===== src/rtl/uart_autobaud.sv =====
// Auto-baud controller: times the five falling edges of a 0x55 sync character and
// loads the rounded 16x-oversample divisor into the baud generator.
module uart_autobaud #(
  parameter int DVSR_W = 11,
  parameter int CNT_W  = 20
) (
  input  logic              clk,
  input  logic              reset,
  input  logic              start,
  input  logic              abort,
  input  logic              rx,
  output logic              busy,
  output logic [DVSR_W-1:0] dvsr,
  output logic              dvsr_we,
  output logic              done,
  output logic              err
);
  localparam int QW = CNT_W - 6;

  typedef enum logic [2:0] {IDLE, WAIT_HI, WAIT_FALL, MEASURE, CALC, FIN} state_t;

  state_t           state;
  logic             rx_m, rx_s, rx_d;
  logic             fall;
  logic [CNT_W-1:0] cnt;
  logic [CNT_W-1:0] n_lat;
  logic [2:0]       nfall;
  logic [QW-1:0]    q;
  logic             fifth_fall;

  // Rounded N/128; the extra top bit keeps N+64 from overflowing.
  function automatic logic [QW-1:0] rounded_q(input logic [CNT_W-1:0] n);
    logic [CNT_W:0] s;
    s = {1'b0, n} + (CNT_W+1)'(64);
    return s[CNT_W:7];
  endfunction

  function automatic logic q_in_range(input logic [QW-1:0] qv);
    return (32'(qv) >= 32'd2) && (32'(qv) <= (32'd1 << DVSR_W));
  endfunction

  function automatic logic [DVSR_W-1:0] q_to_dvsr(input logic [QW-1:0] qv);
    return DVSR_W'(32'(qv) - 32'd1);
  endfunction

  assign fall       = rx_d & ~rx_s;
  assign fifth_fall = fall && (nfall == 3'd4);
  assign q          = rounded_q(n_lat);

  always_ff @(posedge clk) begin
    if (reset) begin
      rx_m <= 1'b1;
      rx_s <= 1'b1;
      rx_d <= 1'b1;
    end else begin
      rx_m <= rx;
      rx_s <= rx_m;
      rx_d <= rx_s;
    end
  end

  always_ff @(posedge clk) begin
    if (state == MEASURE && fifth_fall)
      n_lat <= cnt;
  end

  always_ff @(posedge clk) begin
    if (reset) begin
      state   <= IDLE;
      busy    <= 1'b0;
      dvsr    <= '0;
      dvsr_we <= 1'b0;
      done    <= 1'b0;
      err     <= 1'b0;
      cnt     <= '0;
      nfall   <= '0;
    end else begin
      dvsr_we <= 1'b0;
      done    <= 1'b0;
      err     <= 1'b0;
      if (abort) begin
        state <= IDLE;
        busy  <= 1'b0;
      end else begin
        case (state)
          IDLE: begin
            if (start) begin
              state <= WAIT_HI;
              busy  <= 1'b1;
            end
          end
          WAIT_HI: begin
            if (rx_s)
              state <= WAIT_FALL;
          end
          WAIT_FALL: begin
            if (fall) begin
              cnt   <= CNT_W'(1);
              nfall <= 3'd1;
              state <= MEASURE;
            end
          end
          MEASURE: begin
            if (!(&cnt))
              cnt <= cnt + CNT_W'(1);
            if (fall)
              nfall <= nfall + 3'd1;
            // A 5th fall in the saturation cycle still counts as a valid measurement.
            if (fifth_fall) begin
              state <= CALC;
            end else if (&cnt) begin
              err   <= 1'b1;
              busy  <= 1'b0;
              state <= IDLE;
            end
          end
          CALC: begin
            busy <= 1'b0;
            if (q_in_range(q)) begin
              dvsr    <= q_to_dvsr(q);
              dvsr_we <= 1'b1;
              done    <= 1'b1;
              state   <= FIN;
            end else begin
              err   <= 1'b1;
              state <= IDLE;
            end
          end
          FIN: begin
            state <= IDLE;
          end
          default: begin
            state <= IDLE;
            busy  <= 1'b0;
          end
        endcase
      end
    end
  end
endmodule


===== config.mk =====
export PLATFORM = sky130hd
export DESIGN_NAME = uart_autobaud
export DESIGN_NICKNAME = d
export VERILOG_FILES = /design/src/rtl/uart_autobaud.sv
export SDC_FILE = /design/constraint.sdc
export NUM_CORES = 1
export LEC_CHECK = 0
export CAP_MARGIN = 30
export CELL_PAD_IN_SITES_DETAIL_PLACEMENT = 1
export CELL_PAD_IN_SITES_GLOBAL_PLACEMENT = 1
export CORE_MARGIN = 2
export CORE_UTILIZATION = 25
export DETAILED_ROUTE_END_ITERATION = 8
export DONT_BUFFER_PORTS = 1
export PLACE_DENSITY_LB_ADDON = 0.1
export SLEW_MARGIN = 5
export SYNTH_ARGS = -nofsm -noshare
export SYNTH_HDL_FRONTEND = slang
export SYNTH_SLANG_ARGS = --single-unit

===== constraint.sdc =====
create_clock -name clk -period 3 [get_ports clk]
set_input_delay 0.6 -clock clk [delete_from_list [all_inputs] [get_ports clk]]
set_output_delay 0.6 -clock clk [all_outputs]
set_load 0.005 [all_outputs]

==> results.sh <==
export IMPL_internal_power_mw=1.450
export IMPL_gp_congestion=0.7702
export IMPL_initial_core_util=0.2561
export IMPL_ant_nets=0
export IMPL_setup_violations=0
export IMPL_holdCritPathClass="input port to flip-flop"
export IMPL_grt_max_degree=27
export IMPL_netlist_area_sq_um=3246
export IMPL_place_inst=520
export IMPL_synth_edf_count=14
export IMPL_skew_ps=6.479
export IMPL_busiest_layer="met2"
export IMPL_avgSynthCellArea_sq_um=8.941
export IMPL_area_delta_synth_final_pct=13.72
export IMPL_layout_min_cycle_time_ps=2698
export IMPL_die_w_microns=117.9
export IMPL_fin_area_sq_um=3691
export IMPL_gr_usage_met2=0.2220
export IMPL_dieArea_sq_um=13910
export IMPL_ioPinCount=20
export IMPL_min_period_over_period=0.8994
export IMPL_drtIter0Drc=160
export IMPL_p_sw_frac=0.2231
export IMPL_multi_input_area_sq_um=1795
export IMPL_synthesis_nets=374
export IMPL_min_delay_path_depth=1
export IMPL_cts_tree="yes"
export IMPL_grt_use_total=0.1296
export IMPL_r2r_end="dvsr[3]"
export IMPL_h_tree_depth=3
export IMPL_antenna_found_initial=0
export IMPL_stdcell_count=536
export IMPL_diodes=0
export IMPL_crit_type="flip-flop to flip-flop"
export IMPL_num_rows=41
export IMPL_numPortBuffers=0
export IMPL_hp_start="reset"
export IMPL_worst_pin_slew_ps=545.1
export IMPL_power_total_mw=1.867
export IMPL_grt_overflow=0
export IMPL_ir_drop_v=0.0002858
export IMPL_route_vias_total=2552
export IMPL_async_reset_ff_frac=0
export IMPL_dp_hpwl_microns=6240
export IMPL_grt_pass1_vias=2623
export IMPL_cellLeakagePower_nw=1.261
export IMPL_cts_sinks=57
export IMPL_hold_buffers=0
export IMPL_rr_worst_depth=8
export IMPL_rsz0062_at_grt="no"
export IMPL_grtUsageMet1=0.1579
export IMPL_ys_warn_count=0
export IMPL_startpoint_type="flip-flop"
export IMPL_placedInstanceArea_sq_um=3383
export IMPL_clk_pin_slew_worst_paths_ps=50
export IMPL_ys_types=60
export IMPL_totalWireLength_microns=8481
export IMPL_synth_seq_cells=57
export IMPL_setup_tns_final_ps=0
export IMPL_end_kind="flip-flop"
export IMPL_num_nets_final=370
export IMPL_dp_slack_ps=135.3
export IMPL_slew_limit_headroom=0.6366
export IMPL_whs_endpoint="state[0]"
export IMPL_core_area_sq_um=12670
export IMPL_post_drt_wl_per_cell_microns=15.82
export IMPL_max_freq_ghz=0.3706
export IMPL_cp_max_fo=16
export IMPL_synth_cells=363
export IMPL_pwr_share_seq=0.423
export IMPL_power_frac_clock=0.561
export IMPL_vias_per_cell=4.761
export IMPL_timing_rr_start="n_lat[6]"
export IMPL_crit_arrival_ps=2940
export IMPL_final_max_slew_viol_count=0
export IMPL_insertion_delay_ps=330
export IMPL_register_area_sq_um=1281
export IMPL_max_cap_violations=0
export IMPL_fillers=1482
export IMPL_critical_path_required_ps=3240
export IMPL_clockRootBuffer="clkbuf_16"
export IMPL_status="complete, no violations"
export IMPL_die_h_microns=117.9
export IMPL_ys_seq_area_frac=0.3948
export IMPL_dr_pass1_iters=4
export IMPL_layout_drive_gt1_share=0.1346
export IMPL_use_met3=0.03295
export IMPL_numCtsBuffers=9
export IMPL_rrSetupSlack_ps=300
export IMPL_worst_slack_ps=301.8
export IMPL_drc_errors=0
export IMPL_grt_pass1_wl_microns=14160
export IMPL_clock_path_buffers=2
export IMPL_p_sw_uw=416.5
export IMPL_hold_viol_final=0
export IMPL_synth_ff_type="dfxtp_1"
export IMPL_p_per_area_nw_per_um2=505.8
export IMPL_combinationalPowerShare=0.016
-- cell usage after synthesis, types with 10 or more instances --
library cell  number  share of area
dfxtp_1           43           0.27
inv_1             11          0.013
nand3_1           29          0.045
and3_1            10          0.019
xor2_1            13          0.035
xnor2_1           21          0.057
nand2_1           19          0.022
nor2_1            37          0.043
edfxtp_1          14           0.13
nand4_1           11          0.021
a21oi_1           17          0.026
-- worst max-delay path by stage --
stage                         from  endpoint  slack (ps)  cells past startpoint
after floorplan           n_lat[6]  dvsr[10]         650                     10
after global placement    n_lat[6]  dvsr[10]         190                      9
after detailed placement  n_lat[6]   dvsr[3]         140                      8
after CTS                 n_lat[6]   dvsr[3]         120                      8
after global routing      n_lat[6]   dvsr[3]          70                      8
final                     n_lat[6]   dvsr[3]         300                      8
-- layout make-up --
cell class	instances	share of cell area
tap	172	0.05830
inverter	11	0.01119
multi-input combinational	273	0.4864
clock inverter	7	0.02169
sequential	57	0.3471
clock buffer	9	0.06102
timing repair buffer	7	0.01424
-- worst max-delay path, cell delays in order, from the launching register on --
cell	delay, ps
edfxtp_1	450
ha_2	400
and2_0	320
a21o_1	200
o2bb2ai_2	220
and3_1	250
and3_1	450
nor2_8	80
o31ai_2	230
-- layer usage --
layer,part of all wire,wire [microns]
met3,0.023,196
met2,0.49,4163
met1,0.47,4018
met5,0,0
met4,0.012,102
-- power by group through the flow --
stage	sequential, mW	combinational (mW)	clock [mW]
4_1_cts	0.790	0.0301	1.09
3_3_place_gp	0.806	0.0303	0
5_1_grt	0.790	0.0337	1.12
3_5_place_dp	0.806	0.0300	0
2_1_floorplan	0.806	0.0265	0
6_report	0.790	0.0294	1.05
-- metrics by stage --
| step | hold slack [ps] | util |
|---|---|---|
| 3_3_place_gp | 392.1 | 0.2670 |
| 2_1_floorplan | 389.5 | - |
| 6_report | 326.9 | 0.2913 |
| 4_1_cts | 314.4 | 0.2911 |
| 5_1_grt | 306.7 | 0.2913 |
| 3_5_place_dp | 395.2 | 0.2670 |
-- what timing repair did --
action                     CTS  global route
hold endpoints to repair     0             0
gates resized for setup      0             1
setup endpoints to repair    0            10
setup buffers                0             0
-- flip-flops by register name, indices dropped and copies added (netlist names) --
register  cells
cnt          20
n_lat        14
dvsr         11
nfall         3
state         3
busy          1
done          1
err           1
rx_d          1
rx_m          1
rx_s          1
-- cell usage in the layout, fill, tap and decap left out, types with 5 or more instances in the layout --
cell / Yosys / final
a21oi_1: 17 / 17
and2_1: 9 / 9
and3_1: 10 / 10
buf_4: 4 / 7
clkbuf_16: 0 / 9
dfxtp_1: 43 / 43
edfxtp_1: 14 / 14
ha_1: 6 / 5
inv_1: 11 / 11
nand2_1: 19 / 19
nand3_1: 29 / 29
nand4_1: 11 / 11
nor2_1: 37 / 37
nor3_1: 9 / 9
nor4_1: 6 / 6
o21ai_0: 9 / 9
o21ai_1: 7 / 7
or2_2: 5 / 5
xnor2_1: 21 / 21
xor2_1: 13 / 13
-- cell families (layout without fill, tap and decap cells) --
logic type | count (synthesis) | in the layout | share of synthesized area
muxes | 4 | 4 | 0.01234
xor gates and xnor gates | 34 | 34 | 0.09175
and+or+nand+nor | 163 | 163 | 0.2783
adders and majority gates | 6 | 6 | 0.02313
buffers and inverters | 33 | 34 | 0.05282
DFF | 57 | 57 | 0.3948
AOI/OAI and AO/OA | 66 | 66 | 0.1469
Power figures use the tool's default switching activity.
